[src/rtl/sd_pkg.sv]
// Shared types and constants for the SD DAT0 block reader.
package sd_pkg;

   typedef enum logic [2:0] {
      ST_IDLE,
      ST_WAIT_START,
      ST_READ_DAT,
      ST_READ_CRC,
      ST_READ_END
   } rd_state_t;

   localparam int unsigned BLOCK_BYTES_DEF = 512;
   localparam int unsigned ADDR_W          = 9;
   localparam int unsigned CRC16_W         = 16;
   localparam logic [CRC16_W-1:0] CRC16_POLY = 16'h1021;
   localparam logic START_BIT = 1'b0;
   localparam logic END_BIT   = 1'b1;

   // One serial step of CRC16-CCITT (x^16+x^12+x^5+1), MSB first.
   function automatic logic [CRC16_W-1:0] crc16_step(input logic [CRC16_W-1:0] crc,
                                                     input logic din);
      logic fb;
      fb = crc[CRC16_W-1] ^ din;
      return {crc[CRC16_W-2:0], 1'b0} ^ (fb ? CRC16_POLY : '0);
   endfunction

endpackage

[src/rtl/sd_crc_16.sv]
// Bit-serial CRC16 accumulator; advances one bit per enabled clk.
module sd_crc_16
   import sd_pkg::*;
(
   input  logic               clk,
   input  logic               rst,
   input  logic               clear,
   input  logic               en,
   input  logic               din,
   output logic [CRC16_W-1:0] crc
);

   always_ff @(posedge clk or posedge rst) begin
      if (rst) begin
         crc <= '0;
      end else if (clear) begin
         crc <= '0;
      end else if (en) begin
         crc <= crc16_step(crc, din);
      end
   end

endmodule

[src/rtl/sd_block_reader.sv]
// Receives one SD data block on DAT0: start bit, BLOCK_BYTES bytes, CRC16, end bit.
// Bytes are emitted through a write strobe; status is reported with a done pulse.
module sd_block_reader
   import sd_pkg::*;
#(
   parameter int unsigned TIMEOUT     = 1000000,
   parameter int unsigned BLOCK_BYTES = BLOCK_BYTES_DEF
) (
   input  logic              clk,
   input  logic              rst,
   input  logic              sdclk,
   input  logic              sddat0,
   input  logic              rstart,
   output logic              rbusy,
   output logic              rdone,
   output logic              rerr,
   output logic              rtimeout,
   output logic [7:0]        rbyte,
   output logic [ADDR_W-1:0] raddr,
   output logic              rwe,
   output logic              D0_DIR
);

   localparam int unsigned TO_W = $clog2(TIMEOUT + 1);
   localparam logic [TO_W-1:0]   TO_LAST   = TO_W'(TIMEOUT - 1);
   localparam logic [ADDR_W-1:0] BYTE_LAST = ADDR_W'(BLOCK_BYTES - 1);

   rd_state_t            state;
   logic                 sdclk_q;
   logic [3:0]           bit_cnt;
   logic [ADDR_W-1:0]    byte_cnt;
   logic [TO_W-1:0]      to_cnt;
   logic [6:0]           shreg;
   logic [CRC16_W-1:0]   crc_rx;
   logic [CRC16_W-1:0]   crc_calc;
   logic                 tick_c;
   logic                 arm_c;
   logic                 crc_en_c;

   // A tick is a rising sdclk seen through the registered copy.
   assign tick_c   = ~sdclk_q & sdclk;
   // A start request landing on the done pulse must not re-arm.
   assign arm_c    = (state == ST_IDLE) & rstart & ~rdone;
   assign crc_en_c = tick_c & (state == ST_READ_DAT);

   assign D0_DIR = 1'b0;

   sd_crc_16 u_crc (
      .clk   (clk),
      .rst   (rst),
      .clear (arm_c),
      .en    (crc_en_c),
      .din   (sddat0),
      .crc   (crc_calc)
   );

   always_ff @(posedge clk or posedge rst) begin
      if (rst) begin
         state    <= ST_IDLE;
         sdclk_q  <= 1'b0;
         bit_cnt  <= '0;
         byte_cnt <= '0;
         to_cnt   <= '0;
         shreg    <= '0;
         crc_rx   <= '0;
         rbusy    <= 1'b0;
         rdone    <= 1'b0;
         rerr     <= 1'b0;
         rtimeout <= 1'b0;
         rwe      <= 1'b0;
         rbyte    <= '0;
         raddr    <= '0;
      end else begin
         sdclk_q <= sdclk;
         rdone   <= 1'b0;
         rwe     <= 1'b0;

         case (state)
            ST_IDLE: begin
               if (arm_c) begin
                  bit_cnt  <= '0;
                  byte_cnt <= '0;
                  to_cnt   <= '0;
                  crc_rx   <= '0;
                  rerr     <= 1'b0;
                  rtimeout <= 1'b0;
                  rbusy    <= 1'b1;
                  state    <= ST_WAIT_START;
               end
            end

            ST_WAIT_START: begin
               if (tick_c) begin
                  if (sddat0 == START_BIT) begin
                     bit_cnt <= '0;
                     state   <= ST_READ_DAT;
                  end else if (to_cnt == TO_LAST) begin
                     rdone    <= 1'b1;
                     rerr     <= 1'b1;
                     rtimeout <= 1'b1;
                     rbusy    <= 1'b0;
                     state    <= ST_IDLE;
                  end else begin
                     to_cnt <= to_cnt + TO_W'(1);
                  end
               end
            end

            ST_READ_DAT: begin
               if (tick_c) begin
                  shreg <= {shreg[5:0], sddat0};
                  if (bit_cnt == 4'd7) begin
                     rbyte   <= {shreg, sddat0};
                     raddr   <= byte_cnt;
                     rwe     <= 1'b1;
                     bit_cnt <= '0;
                     if (byte_cnt == BYTE_LAST) begin
                        state <= ST_READ_CRC;
                     end else begin
                        byte_cnt <= byte_cnt + ADDR_W'(1);
                     end
                  end else begin
                     bit_cnt <= bit_cnt + 4'd1;
                  end
               end
            end

            // Received CRC is only captured; the accumulator is frozen here.
            ST_READ_CRC: begin
               if (tick_c) begin
                  crc_rx <= {crc_rx[CRC16_W-2:0], sddat0};
                  if (bit_cnt == 4'd15) begin
                     bit_cnt <= '0;
                     state   <= ST_READ_END;
                  end else begin
                     bit_cnt <= bit_cnt + 4'd1;
                  end
               end
            end

            ST_READ_END: begin
               if (tick_c) begin
                  rdone    <= 1'b1;
                  rerr     <= (crc_rx != crc_calc) || (sddat0 != END_BIT);
                  rtimeout <= 1'b0;
                  rbusy    <= 1'b0;
                  state    <= ST_IDLE;
               end
            end

            default: begin
               rbusy <= 1'b0;
               state <= ST_IDLE;
            end
         endcase
      end
   end

endmodule

[config.mk]
export PLATFORM = sky130hd
export DESIGN_NAME = sd_block_reader
export DESIGN_NICKNAME = d
export VERILOG_FILES = /design/src/rtl/sd_pkg.sv /design/src/rtl/sd_crc_16.sv /design/src/rtl/sd_block_reader.sv
export SDC_FILE = /design/constraint.sdc
export NUM_CORES = 1
export LEC_CHECK = 0
export ABC_AREA = 1
export CORE_MARGIN = 4
export CORE_UTILIZATION = 40
export CTS_CLUSTER_DIAMETER = 200
export DETAILED_ROUTE_END_ITERATION = 16
export GPL_TIMING_DRIVEN = 1
export PLACE_DENSITY = 0.61
export RECOVER_POWER = 25
export REMOVE_ABC_BUFFERS = 1
export SYNTH_ARGS = -nofsm -noshare
export SYNTH_HDL_FRONTEND = slang
export SYNTH_SLANG_ARGS = --single-unit
[constraint.sdc]
create_clock -name clk -period 3.1 [get_ports clk]
set_input_delay 0.31 -clock clk [delete_from_list [all_inputs] [get_ports clk]]
set_output_delay 0.31 -clock clk [all_outputs]
set_load 0.01 [all_outputs]
# Yosys cells after proc, flatten, opt, wreduce, memory -nomap -nowiden

Cells that the tools add are included.

Multiplexer cells: 56
$add $sub $neg: 3
Eq/ne operators: 23
Bitwise logic cells: 10
Reduce and logical (&&, ||, !) cells: 18

Operators by type and width:

| operator              | number |
|---|---|
| $mux 20               | 4 |
| $mux 16               | 4 |
| $pmux 20 s2           | 1 |
| $mux 9                | 4 |
| $pmux 16 s2           | 1 |
| $mux 3                | 10 |
| $mux 4                | 7 |
| $ne 2x2->1 const B    | 11 |
| $add 20x1->20 const B | 1 |
| $eq 20x20->1 const B  | 1 |
| $pmux 9 s2            | 1 |
| $reduce_and 6->1      | 3 |
| $mux 1                | 17 |
| $ne 16x16->1          | 1 |
| $pmux 4 s4            | 1 |
| $xor 16x16->16        | 1 |
| $pmux 3 s5            | 1 |
| $mux 13               | 1 |
| $reduce_and 5->1      | 2 |
| $add 9x1->9 const B   | 1 |
| $eq 9x9->1 const B    | 1 |
| $reduce_and 9->1      | 1 |
| $reduce_bool 2->1     | 4 |
| $eq 3x2->1 const B    | 2 |
| other kinds (20)      | 29 |

Input port bits: 5
Word-level logic and storage cells: 125
Bits in registers: 98

# Longest topological paths before layout

Word-level depth: 5
Mapped depth: 12

# Cells and area by module

From an unflattened synthesis, not the netlist that was laid out.

Cell total of the unflattened synthesis: 666
Area total of the unflattened synthesis: 5,271.3 µm²

Modules (own cells, without submodules):

| module          | cells an instance | area each (µm²) | times used |
|---|---|---|---|
| sd_block_reader | 595               | 4,595.7         | 1 |
| sd_crc_16       | 71                | 675.6           | 1 |

# Worst setup path after synthesis

Ideal clock, no wire load.

Path kind: reg2reg
From: register byte_cnt[0]
To: register byte_cnt[5]
Data arrival time: 1.709 ns
Required time: 3.024 ns
Setup slack: 1.314 ns
Cell stages (with the launch flop): 11
Library setup time: 0.076 ns
Buffers on the path: 1
Cell sequence: dfrtp_1 ha_1 nand4_1 nor2_1 ha_1 o21ai_0 nand4_2 inv_2 buf_4 nand4_1 o21ai_1

Word-level cells in the longest chain between the ends: 5
Elaborated cells between the ends (all ways): 8

Ends and longest elaborated chain:

| element                | line                   | RTL |
|---|---|---|
| from (decl)            | sd_block_reader.sv:31  | `logic [ADDR_W-1:0] byte_cnt;` |
| from (signal assigned) | sd_block_reader.sv:120 | `byte_cnt <= byte_cnt + ADDR_W'(1);` |
| $add 9x1->9            | sd_block_reader.sv:120 |  |
| $mux 9                 | sd_block_reader.sv:117 | `if (byte_cnt == BYTE_LAST) begin` |
| $mux 9                 | sd_block_reader.sv:112 | `if (bit_cnt == 4'd7) begin` |
| $mux 9                 | sd_block_reader.sv:110 | `if (tick_c) begin` |
| $pmux 9 s2             | sd_block_reader.sv:78  | `case (state)` |

Several ways; a longest one is shown, not always the timed one. The select of a mux whose other input is x is not followed.
A chain may end at the register's enable or synchronous reset.

# Final worst setup path

From: input port sdclk
To: register crc_rx[6]

Word-level cells in the longest chain between the ends: 3

Ends and longest elaborated chain:

| element                           | line                   | RTL |
|---|---|---|
| from (decl)                       | sd_block_reader.sv:11  | `input logic sdclk,` |
| $and 1x1->1                       | sd_block_reader.sv:41  | `assign tick_c = ~sdclk_q & sdclk;` |
| $ne 2x2->1 (no source line)       | n/a                    |  |
| $reduce_and 3->1 (no source line) | n/a                    |  |
| to (signal assigned)              | sd_block_reader.sv:131 | `crc_rx <= {crc_rx[CRC16_W-2:0], sddat0};` |
| to (decl)                         | sd_block_reader.sv:34  | `logic [CRC16_W-1:0] crc_rx;` |

No other way between the ends.

==> results by stage <==
Pwr:
- The switching power is 1516 µW.
- The internal portion of the total power is about 2400 µW.
- The relative contribution of sequential cells to total power is 0.392.
- The leakage power is 0.002582 µW.
- The part of the total power dissipated in the clock network is 0.300.
- IR analysis of the VDD net gives a maximum drop of 0.3736 mV.
- Of the total power, the share spent switching nets is 0.3899.
- After layout, the design draws a total of 3888 µW.
- The share of total power dissipated in combinational logic is 0.308.
- In this run the power density over the cells is 668.2 nW/µm².

Synthesis:
- The number of enable-type register cells in the synthesized netlist is 0.
- Synthesis instantiated 34 different standard cells from the library.
- By count the netlist is led by sky130_fd_sc_hd__nand2_1 (191), sky130_fd_sc_hd__dfrtp_1 (98), sky130_fd_sc_hd__inv_1 (70).
- The top cell type's share of synthesized area is 0.4782.
- The Yosys step of the flow raised 0 warnings.
- Of the total synthesized cell area, the portion taken by XOR and XNOR cells is 0.02391.
- The mean area per synthesized cell is 7.818 µm².
- The total standard cell area after synthesis is 5129 µm².
- The most used flip-flop cell after synthesis is sky130_fd_sc_hd__dfrtp_1.
- The compound-cell area share of the yosys netlist is 0.1069.
- In the post-synthesis netlist, the biggest area contributors are sky130_fd_sc_hd__dfrtp_1 (48%), sky130_fd_sc_hd__nand2_1 (14%), sky130_fd_sc_hd__nand3_1 (5.7%).
- Synthesis produced 656 cells.
- In the synthesized netlist the async set-or-reset flop fraction comes to 1.000.
- Yosys instantiated no cell more often than sky130_fd_sc_hd__nand2_1.
- The synthesized design contains slightly below 100 register bits.
- The largest total area in the synthesized netlist belongs to sky130_fd_sc_hd__dfrtp_1.
- Of the total synthesized cell area, the portion taken by AND, OR, NAND and NOR gates is 0.2964.
- The sequential cell area fraction in the yosys report is 0.4782.
- The largest family of logic cells by synthesized area is simple AND/OR/NAND/NOR gates.
- The adder and majority gate portion of the synthesized area is 0.009758.
- The multiplexer share of the synthesized area is 0.

Routing:
- The number of iterations in the first detailed-routing pass is 5.
- For this run, design rule violations remaining after detail routing come to 0.
- Summing over every cut layer, the via total after detailed routing is 4,268.
- The initial DRC count is 349.
- Summed over all layers, the routed wires come to roughly 12 mm.
- The count of nets left with antenna violations once routing finished came out at 0.
- After detailed routing, the average wire length per cell comes to 13.47 µm.
- Using the TritonRoute via totals, the vias-per-cell ratio works out to 4.998.

Critical path:
- The launching element type of the critical path is an input port.
- STA puts the critical path data required time at roughly 3.4 ns.
- The critical path endpoint category is a flip-flop.
- At the worst endpoint, the arrival time is around 2.3 ns.
- Walking the worst path, the cells encountered are dlygate4sd3_1 > nand2_1 > o21ai_2 > nand3_1 > o21ai_0.
- The setup path with the least slack is of type input port to flip-flop.
- The critical-path maximum fanout is 32.
- The stage delay of the slowest cell on the critical path is approximately 0.93 ns.
- The master of the slowest instance on the critical path is sky130_fd_sc_hd__o21ai_2.

Clock network:
- Clock-pin slew was measured on the worst setup and hold paths at 0.07 ns.
- Once the clock tree was built, the setup fixing pass inserted 0 buffers.
- The clock tree synthesis step divided the H-tree into 3 levels.
- TritonCTS built the clock tree.
- The number of clock buffers added by TritonCTS is 9.
- The number of hold buffers added after cts is 0.
- The number of clock sinks seen by CTS is 98.
- The later pin in the worst-skew pair is clocked with a latency of 0.35 ns.
- No sink is reached through more buffers than the 2 on the longest clock path.
- In this run, post-CTS repair resized a total of 0 instances.
- The cell at the root of the clock tree is sky130_fd_sc_hd__clkbuf_16.

Global routing:
- The via count of the first global-routing pass is roughly 4,200.
- For this run, the total global-route usage over all layers was measured as 0.1692.
- In the global route stage, met2 resource usage came out at 0.2615.
- The maximum number of pins on one net before global-route repair is 65.
- The remaining global-route overflow is 0.
- The wire length of the first global-routing pass is between 15 and 20 mm.
- The initial antenna violation count is 0.
- The met3 track demand over resource in global routing is 0.02471.
- In the global route stage, met1 resource usage came out at 0.2444.
- The global routing stage identified its most utilized layer as met2.

STA:
- The accumulated negative setup slack is 0 ns.
- Dividing the final minimum period by the clock period gives 0.6619.
- Setup violations remaining at the end of the flow were counted as 0.
- Across the routed clock network, the largest skew measured is slightly below 0.007 ns.
- The smallest clock period supported by the final layout is computed as 2.052 ns.
- The number of failing hold endpoints at the final stage is 0.
- Headroom to the max-slew limit came out at -0.06204.
- For the pin with the worst max-slew slack, the measured transition is 1.584 ns.
- The final number of max-transition violations is 35.
- The top achievable clock speed is between 0.4 and 0.5 GHz.
- Setup repair after global routing left no endpoint under its margin.

Placed design:
- Detailed placement ended at an HPWL of 8.277 mm.
- The post-place instance area is 5510 µm².
- Port buffering added 26 buffers.
- At the end of routability-driven placement, the weighted congestion stood at 0.8416.
- The number of placed instances, taps included, is around 840.

Floorplan:
- 28 I/O pins were placed.
- In this run the horizontal extent of the chip is about 120 µm.
- The height of the chip is roughly 120 µm.
- The floorplan row count is 41.
- In this run the standard cell core region covers between 10,000 and 15,000 µm².
- The die outline area is 14,700 µm².
- The initial core utilization is 0.4081.

Layout:
- The number of antenna diodes in the final layout is 0.
- The post-route cell area is 5818 µm².
- The final layout contains 686 nets.
- The layout overhead on the synthesized area is 13.44%.
- The count of non-filler cells in the finished layout is 854.
- Of the cells placed in the final design, the portion with a size suffix greater than 1 is 0.08651.

Outcome:
- The flow ran to the end, but the final reports show violations.
- The checks that failed: capacitance limit, slew limit.

Run:
- Max-cap violations in this run came to 1.

Worst hold path:
- In this run the worst hold path is classified as flip-flop to flip-flop.
per-stage QoR:
stage	util	hold WS (ns)	setup slack, ns
6_report	0.4629	0.4736	1.048
2_1_floorplan	-	0.3414	0.2279
3_5_place_dp	0.4384	0.4667	0.7517
3_3_place_gp	0.4384	0.4627	0.8738
4_1_cts	0.4630	0.3445	1.021
5_1_grt	0.4629	0.5176	0.7890
metal layers:
layer | wire length, µm | vias up
met5 | 0 | -
met4 | 148 | 0
met3 | 503 | 11
met2 | 5083 | 105
met1 | 5764 | 1999
li1 | - | 2153
worst max-delay path, delay by kind of cell:
kind | cells | cell delay (ns)
compound gates | 2 | 1.06
buf+inv | 1 | 0.54
simple gates | 2 | 0.38
state kept, by name (all words and copies together), names as in the netlist:
name	count
bit_cnt	4
byte_cnt	9
crc_rx	16
raddr	9
rbusy	1
rbyte	8
rdone	1
rerr	1
rtimeout	1
rwe	1
sdclk_q	1
shreg	7
state	3
to_cnt	20
u_crc.crc	16
final timing paths:
kind	start	endpoint	slack, ns	depth (start not counted)
worst max-delay path	sdclk	crc_rx[6]	1.05	5
worst min-delay path	rbusy	rbusy	0.47	2
worst max register to register	byte_cnt[0]	byte_cnt[6]	1.05	9
worst min register to register	rbusy	rbusy	0.47	2
max in group asynchronous	rst	to_cnt[14]	1.37	3
min in group asynchronous	rst	rbyte[7]	0.79	2
cell families (layout without fill, tap and decap cells):
| logic type | count (synthesis) | in the layout |
|---|---|---|
| xor+xnor | 14 | 14 |
| compound gates | 97 | 97 |
| other cells | 1 | 1 |
| simple gates | 344 | 344 |
| buf+inv | 98 | 124 |
| flops | 98 | 98 |
| fa+ha+maj | 4 | 4 |
layout by cell type, fill, tap and decap left out, types with 3 or more instances in the layout:
cell,instances
sky130_fd_sc_hd__buf_4,3
sky130_fd_sc_hd__dfrtp_1,98
sky130_fd_sc_hd__nor2_1,56
sky130_fd_sc_hd__xnor2_1,4
sky130_fd_sc_hd__nand2_2,3
sky130_fd_sc_hd__clkbuf_16,9
sky130_fd_sc_hd__o21ai_2,12
sky130_fd_sc_hd__nand4_1,15
sky130_fd_sc_hd__o22ai_1,6
sky130_fd_sc_hd__inv_2,8
sky130_fd_sc_hd__nand3_1,58
sky130_fd_sc_hd__xor2_1,10
sky130_fd_sc_hd__nand2_1,191
sky130_fd_sc_hd__nor2_4,4
sky130_fd_sc_hd__inv_1,69
sky130_fd_sc_hd__clkdlybuf4s50_1,24
sky130_fd_sc_hd__o21ai_0,45
sky130_fd_sc_hd__a21oi_1,4
sky130_fd_sc_hd__nor3_1,4
sky130_fd_sc_hd__o21ai_1,26
sky130_fd_sc_hd__ha_1,4
power by group through the flow:
stage | clock network, µW | registers, µW | logic [µW]
after global placement | 0 | 1550 | 1180
after CTS | 1200 | 1530 | 1210
final | 1170 | 1530 | 1200
after floorplan | 0 | 1540 | 835
after global routing | 1250 | 1550 | 1370
after detailed placement | 0 | 1550 | 1200
area by class of cell:
class	count	area (µm²)
clock buffer	9	225.2
clock inverter	7	83.83
fill	1238	6750
inverter	78	294.0
multi-input combinational	460	2245
sequential	98	2452
tap	172	215.2
timing repair buffer	30	302.8
Power figures use the tool's default switching activity.
